$ cat src/rtl/decode_regfile_if.sv
// Handshake and writeback bundle between the fetch side, the decode/regfile stage and the ALU.
// slave is the stage's view; master is the view of whatever drives it.
interface decode_regfile_if;
  logic        in_valid;
  logic        in_ready;
  logic [31:0] instr;

  logic        ex_valid;
  logic        ex_ready;
  logic [31:0] ex_rs1;
  logic [31:0] ex_rs2;
  logic [31:0] ex_imm;
  logic [3:0]  ex_funct3;
  logic [6:0]  ex_funct7;
  logic        ex_sel;
  logic [4:0]  ex_rd;

  logic        wb_en;
  logic [4:0]  wb_addr;
  logic [31:0] wb_data;

  logic        illegal;

  modport slave (
    input  in_valid, instr, ex_ready, wb_en, wb_addr, wb_data,
    output in_ready, ex_valid, ex_rs1, ex_rs2, ex_imm, ex_funct3,
           ex_funct7, ex_sel, ex_rd, illegal
  );

  modport master (
    output in_valid, instr, ex_ready, wb_en, wb_addr, wb_data,
    input  in_ready, ex_valid, ex_rs1, ex_rs2, ex_imm, ex_funct3,
           ex_funct7, ex_sel, ex_rd, illegal
  );
endinterface

$ cat src/rtl/decode_regfile.sv
// Decode/operand-fetch stage for R-type and I-type ALU instructions with a 32x32 register file,
// writeback bypass and in-place operand refresh while the ALU stalls.
module decode_regfile (
  input  logic             clk,
  input  logic             rst,
  decode_regfile_if.slave  bus
);

  localparam logic [6:0] OPCODE_R = 7'b0110011;
  localparam logic [6:0] OPCODE_I = 7'b0010011;

  logic [31:0] rf [32];

  logic        ex_valid_q;
  logic        illegal_q;
  logic [31:0] ex_rs1_q;
  logic [31:0] ex_rs2_q;
  logic [31:0] ex_imm_q;
  logic [3:0]  ex_funct3_q;
  logic [6:0]  ex_funct7_q;
  logic        ex_sel_q;
  logic [4:0]  ex_rd_q;

  logic [4:0]  held_rs1;
  logic [4:0]  held_rs2;
  logic        held_rs2_used;

  logic        accept;
  logic        is_r;
  logic        is_i;
  logic [4:0]  rs1_idx;
  logic [4:0]  rs2_idx;
  logic [31:0] rs1_val;
  logic [31:0] rs2_val;
  logic        wb_write;

  assign bus.in_ready = !ex_valid_q || bus.ex_ready;
  assign accept       = bus.in_valid && bus.in_ready;

  assign is_r     = (bus.instr[6:0] == OPCODE_R);
  assign is_i     = (bus.instr[6:0] == OPCODE_I);
  assign rs1_idx  = bus.instr[19:15];
  assign rs2_idx  = bus.instr[24:20];
  assign wb_write = bus.wb_en && (bus.wb_addr != 5'd0);

  // A write landing in the same cycle as the read must win over the stale array value.
  always_comb begin
    rs1_val = 32'd0;
    rs2_val = 32'd0;
    if (rs1_idx != 5'd0)
      rs1_val = (wb_write && bus.wb_addr == rs1_idx) ? bus.wb_data : rf[rs1_idx];
    if (rs2_idx != 5'd0)
      rs2_val = (wb_write && bus.wb_addr == rs2_idx) ? bus.wb_data : rf[rs2_idx];
  end

  always_ff @(posedge clk) begin
    if (rst) begin
      for (int i = 0; i < 32; i++)
        rf[i] <= 32'd0;
      ex_valid_q    <= 1'b0;
      illegal_q     <= 1'b0;
      ex_rs1_q      <= 32'd0;
      ex_rs2_q      <= 32'd0;
      ex_imm_q      <= 32'd0;
      ex_funct3_q   <= 4'd0;
      ex_funct7_q   <= 7'd0;
      ex_sel_q      <= 1'b0;
      ex_rd_q       <= 5'd0;
      held_rs1      <= 5'd0;
      held_rs2      <= 5'd0;
      held_rs2_used <= 1'b0;
    end else begin
      illegal_q <= 1'b0;
      if (wb_write)
        rf[bus.wb_addr] <= bus.wb_data;

      if (accept) begin
        if (is_r || is_i) begin
          ex_valid_q    <= 1'b1;
          ex_rs1_q      <= rs1_val;
          ex_rs2_q      <= is_r ? rs2_val : 32'd0;
          ex_imm_q      <= is_i ? {{20{bus.instr[31]}}, bus.instr[31:20]} : 32'd0;
          ex_funct3_q   <= {1'b0, bus.instr[14:12]};
          ex_funct7_q   <= is_r ? bus.instr[31:25] : 7'd0;
          ex_sel_q      <= is_r;
          ex_rd_q       <= bus.instr[11:7];
          held_rs1      <= rs1_idx;
          held_rs2      <= rs2_idx;
          held_rs2_used <= is_r;
        end else begin
          // in_ready implies the old output was empty or consumed, so it always empties here.
          illegal_q  <= 1'b1;
          ex_valid_q <= 1'b0;
        end
      end else if (ex_valid_q && bus.ex_ready) begin
        ex_valid_q <= 1'b0;
      end else if (ex_valid_q) begin
        if (wb_write && bus.wb_addr == held_rs1)
          ex_rs1_q <= bus.wb_data;
        if (wb_write && held_rs2_used && bus.wb_addr == held_rs2)
          ex_rs2_q <= bus.wb_data;
      end
    end
  end

  assign bus.ex_valid  = ex_valid_q;
  assign bus.illegal   = illegal_q;
  assign bus.ex_rs1    = ex_rs1_q;
  assign bus.ex_rs2    = ex_rs2_q;
  assign bus.ex_imm    = ex_imm_q;
  assign bus.ex_funct3 = ex_funct3_q;
  assign bus.ex_funct7 = ex_funct7_q;
  assign bus.ex_sel    = ex_sel_q;
  assign bus.ex_rd     = ex_rd_q;

endmodule

$ cat src/flat_wrapper.sv
// flat-port wrapper written by rule: the top's interface ports become plain ports
module decode_regfile_flat 
  (clk, rst, bus_in_valid, bus_instr, bus_ex_ready, bus_wb_en, bus_wb_addr, bus_wb_data, bus_in_ready, bus_ex_valid, bus_ex_rs1, bus_ex_rs2, bus_ex_imm, bus_ex_funct3, bus_ex_funct7, bus_ex_sel, bus_ex_rd, bus_illegal);
  decode_regfile_if bus_i ();
  input  logic clk;
  input  logic rst;
  input wire logic [$bits(bus_i.in_valid)-1:0] bus_in_valid;
  input wire logic [$bits(bus_i.instr)-1:0] bus_instr;
  input wire logic [$bits(bus_i.ex_ready)-1:0] bus_ex_ready;
  input wire logic [$bits(bus_i.wb_en)-1:0] bus_wb_en;
  input wire logic [$bits(bus_i.wb_addr)-1:0] bus_wb_addr;
  input wire logic [$bits(bus_i.wb_data)-1:0] bus_wb_data;
  output wire logic [$bits(bus_i.in_ready)-1:0] bus_in_ready;
  output wire logic [$bits(bus_i.ex_valid)-1:0] bus_ex_valid;
  output wire logic [$bits(bus_i.ex_rs1)-1:0] bus_ex_rs1;
  output wire logic [$bits(bus_i.ex_rs2)-1:0] bus_ex_rs2;
  output wire logic [$bits(bus_i.ex_imm)-1:0] bus_ex_imm;
  output wire logic [$bits(bus_i.ex_funct3)-1:0] bus_ex_funct3;
  output wire logic [$bits(bus_i.ex_funct7)-1:0] bus_ex_funct7;
  output wire logic [$bits(bus_i.ex_sel)-1:0] bus_ex_sel;
  output wire logic [$bits(bus_i.ex_rd)-1:0] bus_ex_rd;
  output wire logic [$bits(bus_i.illegal)-1:0] bus_illegal;
  assign bus_i.in_valid = bus_in_valid;
  assign bus_i.instr = bus_instr;
  assign bus_i.ex_ready = bus_ex_ready;
  assign bus_i.wb_en = bus_wb_en;
  assign bus_i.wb_addr = bus_wb_addr;
  assign bus_i.wb_data = bus_wb_data;
  assign bus_in_ready = bus_i.in_ready;
  assign bus_ex_valid = bus_i.ex_valid;
  assign bus_ex_rs1 = bus_i.ex_rs1;
  assign bus_ex_rs2 = bus_i.ex_rs2;
  assign bus_ex_imm = bus_i.ex_imm;
  assign bus_ex_funct3 = bus_i.ex_funct3;
  assign bus_ex_funct7 = bus_i.ex_funct7;
  assign bus_ex_sel = bus_i.ex_sel;
  assign bus_ex_rd = bus_i.ex_rd;
  assign bus_illegal = bus_i.illegal;
  decode_regfile u_core (.clk(clk), .rst(rst), .bus(bus_i));
endmodule
$ cat config.mk
export PLATFORM = sky130hd
export DESIGN_NAME = decode_regfile_flat
export DESIGN_NICKNAME = d
export VERILOG_FILES = /design/src/rtl/decode_regfile_if.sv /design/src/rtl/decode_regfile.sv /design/src/flat_wrapper.sv
export SDC_FILE = /design/constraint.sdc
export NUM_CORES = 2
export LEC_CHECK = 0
export CORE_MARGIN = 3
export CORE_UTILIZATION = 30
export CTS_CLUSTER_DIAMETER = 40
export DETAILED_ROUTE_END_ITERATION = 10
export DONT_BUFFER_PORTS = 1
export GPL_ROUTABILITY_DRIVEN = 1
export GPL_TIMING_DRIVEN = 1
export PLACE_DENSITY = 0.53
export SYNTH_ARGS = -nofsm -noshare
export SYNTH_HDL_FRONTEND = slang
export SYNTH_SLANG_ARGS = --single-unit
$ cat constraint.sdc
create_clock -name clk -period 5.9 [get_ports clk]
set_input_delay 1.18 -clock clk [delete_from_list [all_inputs] [get_ports clk]]
set_output_delay 1.18 -clock clk [all_outputs]
set_load 0.01 [all_outputs]
## Yosys cells after proc, flatten, opt, wreduce, memory -nomap -nowiden

Memories as Yosys holds them, arrays and structs flattened.
Index checks and enable logic that the tools add are counted.

| storage, ports and cells | value |
|---|---|
| register bits | 124 |
| memories | 1 |
| output and inout port bits | 116 |
| logic and storage cells | 73 |
| RAM bits | 1024 |
| input port bits | 74 |

| operators by class | value |
|---|---|
| eq/ne operators | 8 |
| bitwise logic cells | 1 |
| mux-type cells | 29 |
| reduce and logical (&&, ||, !) cells | 23 |

Memories:

| memory | words | bits a word | rd ports | clocked after Yosys merged registers in | write ports | RTL line | RTL |
|---|---|---|---|---|---|---|---|
| u_core.rf | 32 | 32 | 2 | 0 | 32 | decode_regfile.sv:12 | `logic [31:0] rf [32];` |

Operator list:

| cell | count |
|---|---|
| 32-bit two-way mux | 17 |
| 32-bit OR reduction | 1 |
| 5-bit equality test | 4 |
| 5-bit nonzero test | 3 |
| 1-bit two-way mux | 10 |
| 1-bit logical AND | 8 |
| 4-bit AND reduction | 2 |
| 2-bit nonzero test | 4 |
| 7-bit by 5-bit equality test with 1-bit output (second input constant) | 1 |
| 7-bit by 6-bit equality test with 1-bit output (second input constant) | 1 |
| 7-bit two-way mux | 1 |
| 5-bit two-way mux | 1 |
| 1-bit logical OR | 2 |
| 2-bit by 1-bit != test with 1-bit output (second input constant) | 1 |
| 2-bit != test (second input constant) | 1 |
| 2-bit AND reduction | 1 |
| 2-bit OR reduction | 1 |
| 1-bit zero test | 1 |
| 1-bit inverter | 1 |

## Depth between registers and ports, before layout

| logic depth | value |
|---|---|
| depth in word-level cells | 8 |
| depth in mapped cells | 10 |

## Worst setup path before layout

Ideal clock, no wire load.

| timing path | value |
|---|---|
| path type | input port to flip-flop |
| start point | in bus_wb_addr[4] |
| end point | mem u_core.rf[16][0] (enable) |
| arrival | 4266 ps |
| setup slack | 1168 ps |
| buffers on the path | 2 |
| required time | 5434 ps |
| cell stages on the path | 4 |
| path through | buf_2 or3b_2 clkbuf_1 o21ai_0 |

RTL lines:

| item | RTL line | RTL |
|---|---|---|
| from (decl) | flat_wrapper.sv:11 | `input wire logic [$bits(bus_i.wb_addr)-1:0] bus_wb_addr;` |
| to (decl) | decode_regfile.sv:12 |  |

## Worst setup path in the final report

| timing path | value |
|---|---|
| start point | in bus_instr[17] |
| end point | reg u_core.ex_rs1_q[22], in the netlist u_core.bus.ex_rs1[22] |

| between the ends | value |
|---|---|
| word-level cells in the longest chain between the ends | 6 |
| elaborated cells between the ends (all ways) | 8 |
| classes of those cells | 1 x eq/ne; 4 x mux; 2 x reduce/logical; 1 x memory |

RTL lines:

| item | RTL line | RTL |
|---|---|---|
| from (decl) | flat_wrapper.sv:8 | `input wire logic [$bits(bus_i.instr)-1:0] bus_instr;` |
| parallel branches: the longest is 3 deep, another holds memory read 32 x 32 bit | -- |  |
| 32-bit two-way mux * | decode_regfile.sv:50 | `if (rs1_idx != 5'd0)` |
| 32-bit two-way mux * | decode_regfile.sv:78 | `if (is_r \|\| is_i) begin` |
| 32-bit two-way mux * | decode_regfile.sv:77 | `if (accept) begin` |
| to (signal assigned) | decode_regfile.sv:80 | `ex_rs1_q <= rs1_val;` |
| to (signal assigned) | decode_regfile.sv:99 | `ex_rs1_q <= bus.wb_data;` |
| to (decl) | decode_regfile.sv:16 | `logic [31:0] ex_rs1_q;` |

Mark *: on every way between the ends. The select of a mux whose other input is x is not followed.
A chain may end at the register's enable or synchronous reset.

==> run summary <==
The number of hold-slack violations in the final timing report is 0, and the highest net fanout along the worst path is 387. The width of the chip is 445 um. The run gives 18225 as the number of fill cells in the layout.

The area growth from synthesis to layout is 14.1%. Setup repair after global routing left no endpoint under its margin. Across every metal layer, demand over resource in global routing totals 21.7%.

The overall routed net length came out at 218 mm. The run gives 0 as the number of gates resized after CTS. For this design the static power due to leakage is 22.0 nW. The pin count of the biggest net entering global routing is 388. The clock arrives with 0.0317 ns of skew. The worst register-to-register path begins at u_core.bus.ex_valid.

Using the TritonRoute via totals, the vias-per-cell ratio works out to 5.70. Buffers inserted during clock tree synthesis total 154. The tools report the start point of the critical path as bus_instr[17]. The path class of the tightest hold or removal check is flop to flop. Critical path data required time: 6.62 ns.

For this run, design rule violations remaining after detail routing come to 0. Of the synthesized area, sequential elements account for 56.9%. In this run, distinct cell masters in the synthesized netlist total 58.

Measured along the y axis, the die boundary spans 445 um. The average size of a mapped cell was 14.2 um^2. Summing internal, switching and leakage power gives 20.7 mW. The run finished, with violations left. Across the VDD grid, the largest voltage drop is 0.000279 V. The wire length per cell is 33.3 um, and the relative slew slack is -31.5%.

The site row count was 160. The floorplan step defined a core boundary enclosing 0.191 mm^2. Setup violations remaining at the end of the flow were counted as 0. The first global-routing pass estimated 301 mm of wire.

The die covers 0.198 mm^2. Port buffering added 0 buffers. Detailed placement ended at an HPWL of 127 mm.

Total number of vias: 37293. The worst register-to-register path has a depth of 8. For this block, the initial DRC count from the detailed router was 5188. The final weighted congestion of routability-driven global placement is 0.838, and the post-cts hold buffer count is 0. The longest clock path from root to sink contains 3 buffers. The worst setup path is of the input pin to flop kind. Static timing analysis puts the maximum clock frequency at 257 MHz. The clock root buffer was sky130_fd_sc_hd__clkbuf_16. The run gives 204 as the max-slew violation count.

In the synthesized netlist the dominant register cell turns out to be sky130_fd_sc_hd__edfxtp_1. Across all register-to-register paths, the minimum setup slack is 2.87 ns. Number of nets at the end of the flow: 3976. The total grt overflow came out at 0. Data on the critical path arrives at its endpoint at 4.62 ns. At the pin with the least slew margin, the transition time is 1.97 ns. The synthesis-stage register bit count came out at 1128.

Of the available clock period, the critical path in the final layout requires 66.0%. The gate count after technology mapping was 4066. The tree built by TritonCTS fans out to 1128 sinks.

Following the worst setup path forward leads to its endpoint at u_core.bus.ex_rs1[22]. For this configuration, the core starts out at a cell density of 30.3%. The latest clock arrival within the worst-skew pair is 0.78 ns. In the final layout, the share of cells above drive strength 1 is 23.8%. Across the run, the number of max-cap violations was 0. Pin placement for this block handled 190 I/O pins.

The tools report the level count of the clock H-tree as 4. The clock period minus final worst setup slack was 3.90 ns. Critical path endpoint category: a flop. Via count of the first global-routing pass: 36854. For this design the ratio of total power to cell area is 314 mW/mm^2.

After synthesis, the share of flip-flops with an asynchronous set or reset is 0%. For the accumulated negative setup slack, the log shows 0 ns. The number of iterations in the first detailed-routing pass was 5; the number of antenna violations at the first check in global routing was 20. Measured on the finished design, the core utilization comes to 34.6%. The mapped netlist covers 0.0577 mm^2. The post-CTS setup repair buffer count is 0. Hold timing on the final database bottoms out at a slack of 0.464 ns. Clock-pin slew was measured on the worst setup and hold paths at 0.06 ns. The endpoint identified for the worst register-to-register timing path is u_core.bus.ex_rs2[6]. During synthesis, Yosys emitted a total of 0 warnings. The checks that failed: slew limit. The startpoint type of the worst setup path is an input pin. TritonCTS built the clock tree. The count of nets left with antenna violations once routing finished came out at 0.

In this run, synthesis inferred 1024 flip-flops with an integrated enable.
==> kinds of logic after synthesis <==
logic type | after synthesis | share of synthesized area [%]
xor gates and xnor gates | 20 | 0.304
AOI/OAI and AO/OA | 482 | 5.62
DFF | 1128 | 56.9
and+or+nand+nor | 1339 | 13.9
other | 1 | 0.00650
muxes | 645 | 19.7
buffers and inverters | 451 | 3.58
==> synth_stat cells (3+ instances only) <==
master | instances | share of area, %
sky130_fd_sc_hd__edfxtp_1 | 1024 | 53
sky130_fd_sc_hd__and2_1 | 992 | 11
sky130_fd_sc_hd__mux4_2 | 380 | 15
sky130_fd_sc_hd__clkbuf_1 | 283 | 1.8
sky130_fd_sc_hd__o22ai_1 | 265 | 2.9
sky130_fd_sc_hd__mux2i_1 | 137 | 2.4
sky130_fd_sc_hd__mux2_2 | 128 | 2.5
sky130_fd_sc_hd__dfxtp_1 | 104 | 3.6
sky130_fd_sc_hd__nand2_1 | 91 | 0.59
sky130_fd_sc_hd__nor2_1 | 85 | 0.55
sky130_fd_sc_hd__buf_2 | 84 | 0.73
sky130_fd_sc_hd__buf_4 | 58 | 0.75
sky130_fd_sc_hd__a22oi_1 | 49 | 0.64
sky130_fd_sc_hd__a21oi_1 | 40 | 0.35
sky130_fd_sc_hd__o21ai_0 | 36 | 0.31
sky130_fd_sc_hd__nand3_1 | 35 | 0.30
sky130_fd_sc_hd__or4_1 | 32 | 0.42
sky130_fd_sc_hd__a221oi_1 | 31 | 0.47
sky130_fd_sc_hd__nand4_1 | 18 | 0.20
sky130_fd_sc_hd__buf_1 | 17 | 0.11
sky130_fd_sc_hd__xnor2_1 | 17 | 0.26
sky130_fd_sc_hd__a22o_1 | 16 | 0.24
sky130_fd_sc_hd__nor3_1 | 16 | 0.14
sky130_fd_sc_hd__o221ai_1 | 16 | 0.24
sky130_fd_sc_hd__a221o_1 | 15 | 0.26
sky130_fd_sc_hd__nor3b_1 | 15 | 0.20
sky130_fd_sc_hd__and3_1 | 14 | 0.15
sky130_fd_sc_hd__nand3b_1 | 13 | 0.17
sky130_fd_sc_hd__buf_6 | 6 | 0.12
sky130_fd_sc_hd__nor2b_1 | 5 | 0.054
sky130_fd_sc_hd__a32oi_1 | 3 | 0.046
sky130_fd_sc_hd__nand2b_1 | 3 | 0.033
sky130_fd_sc_hd__nor4_1 | 3 | 0.033
sky130_fd_sc_hd__o211ai_1 | 3 | 0.039
sky130_fd_sc_hd__xor2_1 | 3 | 0.046
==> flip-flops by register name, summed over array words and instances (netlist names) <==
register	cells
u_core.held_rs2	5
u_core.rf	1024
u_core.bus.ex_sel	1
u_core.bus.ex_rd	5
u_core.bus.ex_rs2	32
u_core.bus.ex_imm	12
u_core.bus.ex_funct7	7
u_core.bus.ex_rs1	32
u_core.bus.ex_funct3	3
u_core.held_rs1	5
u_core.bus.illegal	1
u_core.bus.ex_valid	1
==> worst min-delay path by stage <==
stage                       startpoint                     to  slack (ns)  depth (start not counted)
CTS                                rst  u_core.bus.ex_imm[30]        0.42                          1
detailed placement  u_core.held_rs2[1]     u_core.held_rs2[1]        0.46                          2
floorplan           u_core.held_rs2[3]     u_core.held_rs2[3]        0.45                          2
finish              u_core.held_rs1[3]     u_core.held_rs1[3]        0.46                          2
global placement    u_core.held_rs1[3]     u_core.held_rs1[3]        0.45                          2
global route                       rst     u_core.held_rs1[3]        0.45                          1
==> cells in the final DEF (no fill, tap or decap), types with 14 or more instances in the layout <==
cell	count
sky130_fd_sc_hd__and2_1	992
sky130_fd_sc_hd__mux2_2	128
sky130_fd_sc_hd__nor3b_1	15
sky130_fd_sc_hd__or4_1	32
sky130_fd_sc_hd__xnor2_1	17
sky130_fd_sc_hd__o221ai_1	16
sky130_fd_sc_hd__a221oi_1	31
sky130_fd_sc_hd__a22o_1	16
sky130_fd_sc_hd__nand2_1	86
sky130_fd_sc_hd__a21oi_1	40
sky130_fd_sc_hd__clkinvlp_4	16
sky130_fd_sc_hd__o22ai_1	265
sky130_fd_sc_hd__mux4_2	380
sky130_fd_sc_hd__and3_1	14
sky130_fd_sc_hd__dfxtp_1	103
sky130_fd_sc_hd__o21ai_4	32
sky130_fd_sc_hd__clkinv_2	21
sky130_fd_sc_hd__edfxtp_1	1024
sky130_fd_sc_hd__buf_4	84
sky130_fd_sc_hd__clkbuf_16	158
sky130_fd_sc_hd__conb_1	33
sky130_fd_sc_hd__nand3_1	31
sky130_fd_sc_hd__nand4_1	18
sky130_fd_sc_hd__a221o_1	15
sky130_fd_sc_hd__nor2_1	51
sky130_fd_sc_hd__a22oi_1	49
sky130_fd_sc_hd__bufinv_16	21
sky130_fd_sc_hd__nor3_1	16
sky130_fd_sc_hd__nor2_4	33
sky130_fd_sc_hd__mux2i_1	137
sky130_fd_sc_hd__inv_6	19
==> layout make-up <==
class	instances	area [um^2]	share of cell area, %
Antenna cell	4	10.0	0.0152
Inverter	2	7.51	0.0114
Timing Repair Buffer	97	891	1.35
Sequential cell	1128	32800	49.9
Clock inverter	104	1240	1.88
Clock buffer	181	4140	6.29
Tap cell	2511	3140	4.77
Multi-Input combinational cell	2519	23600	35.8
==> metrics by stage <==
step | cells | setup slack, ns | instance area (um^2)
floorplan | 4098 | 1.17 | 57800
global placement | 6257 | 1.75 | 60500
detailed placement | 6257 | 1.67 | 60500
CTS | 6542 | 2.49 | 65800
global route | 6543 | 2.30 | 65900
finish | 6546 | 2.00 | 65900
==> routing by layer <==
metal | track usage, % | routed length [um] | vias up
met5 | 0 | 0 | -
met4 | 8.00 | 8320 | 0
met3 | 4.91 | 21300 | 406
met2 | 35.1 | 103000 | 2051
met1 | 28.4 | 85900 | 19582
li1 | - | - | 15254
==> power breakdown <==
group          leakage [nW]  internal (mW)  switching, mW
Clock                  2.60           6.00           3.84
Sequential             10.6           9.12          0.213
Combinational          8.84          0.729          0.773
Total                  22.0           15.8           4.83
==> critical path, stage by stage <==
cell and delay [ns]:
sky130_fd_sc_hd__xor2_1 0.62, sky130_fd_sc_hd__nor4_2 0.39, sky130_fd_sc_hd__o211a_2 0.79, sky130_fd_sc_hd__buf_4 0.44
sky130_fd_sc_hd__a221o_1 0.20
No activity file was read; power rests on OpenSTA's default activity.
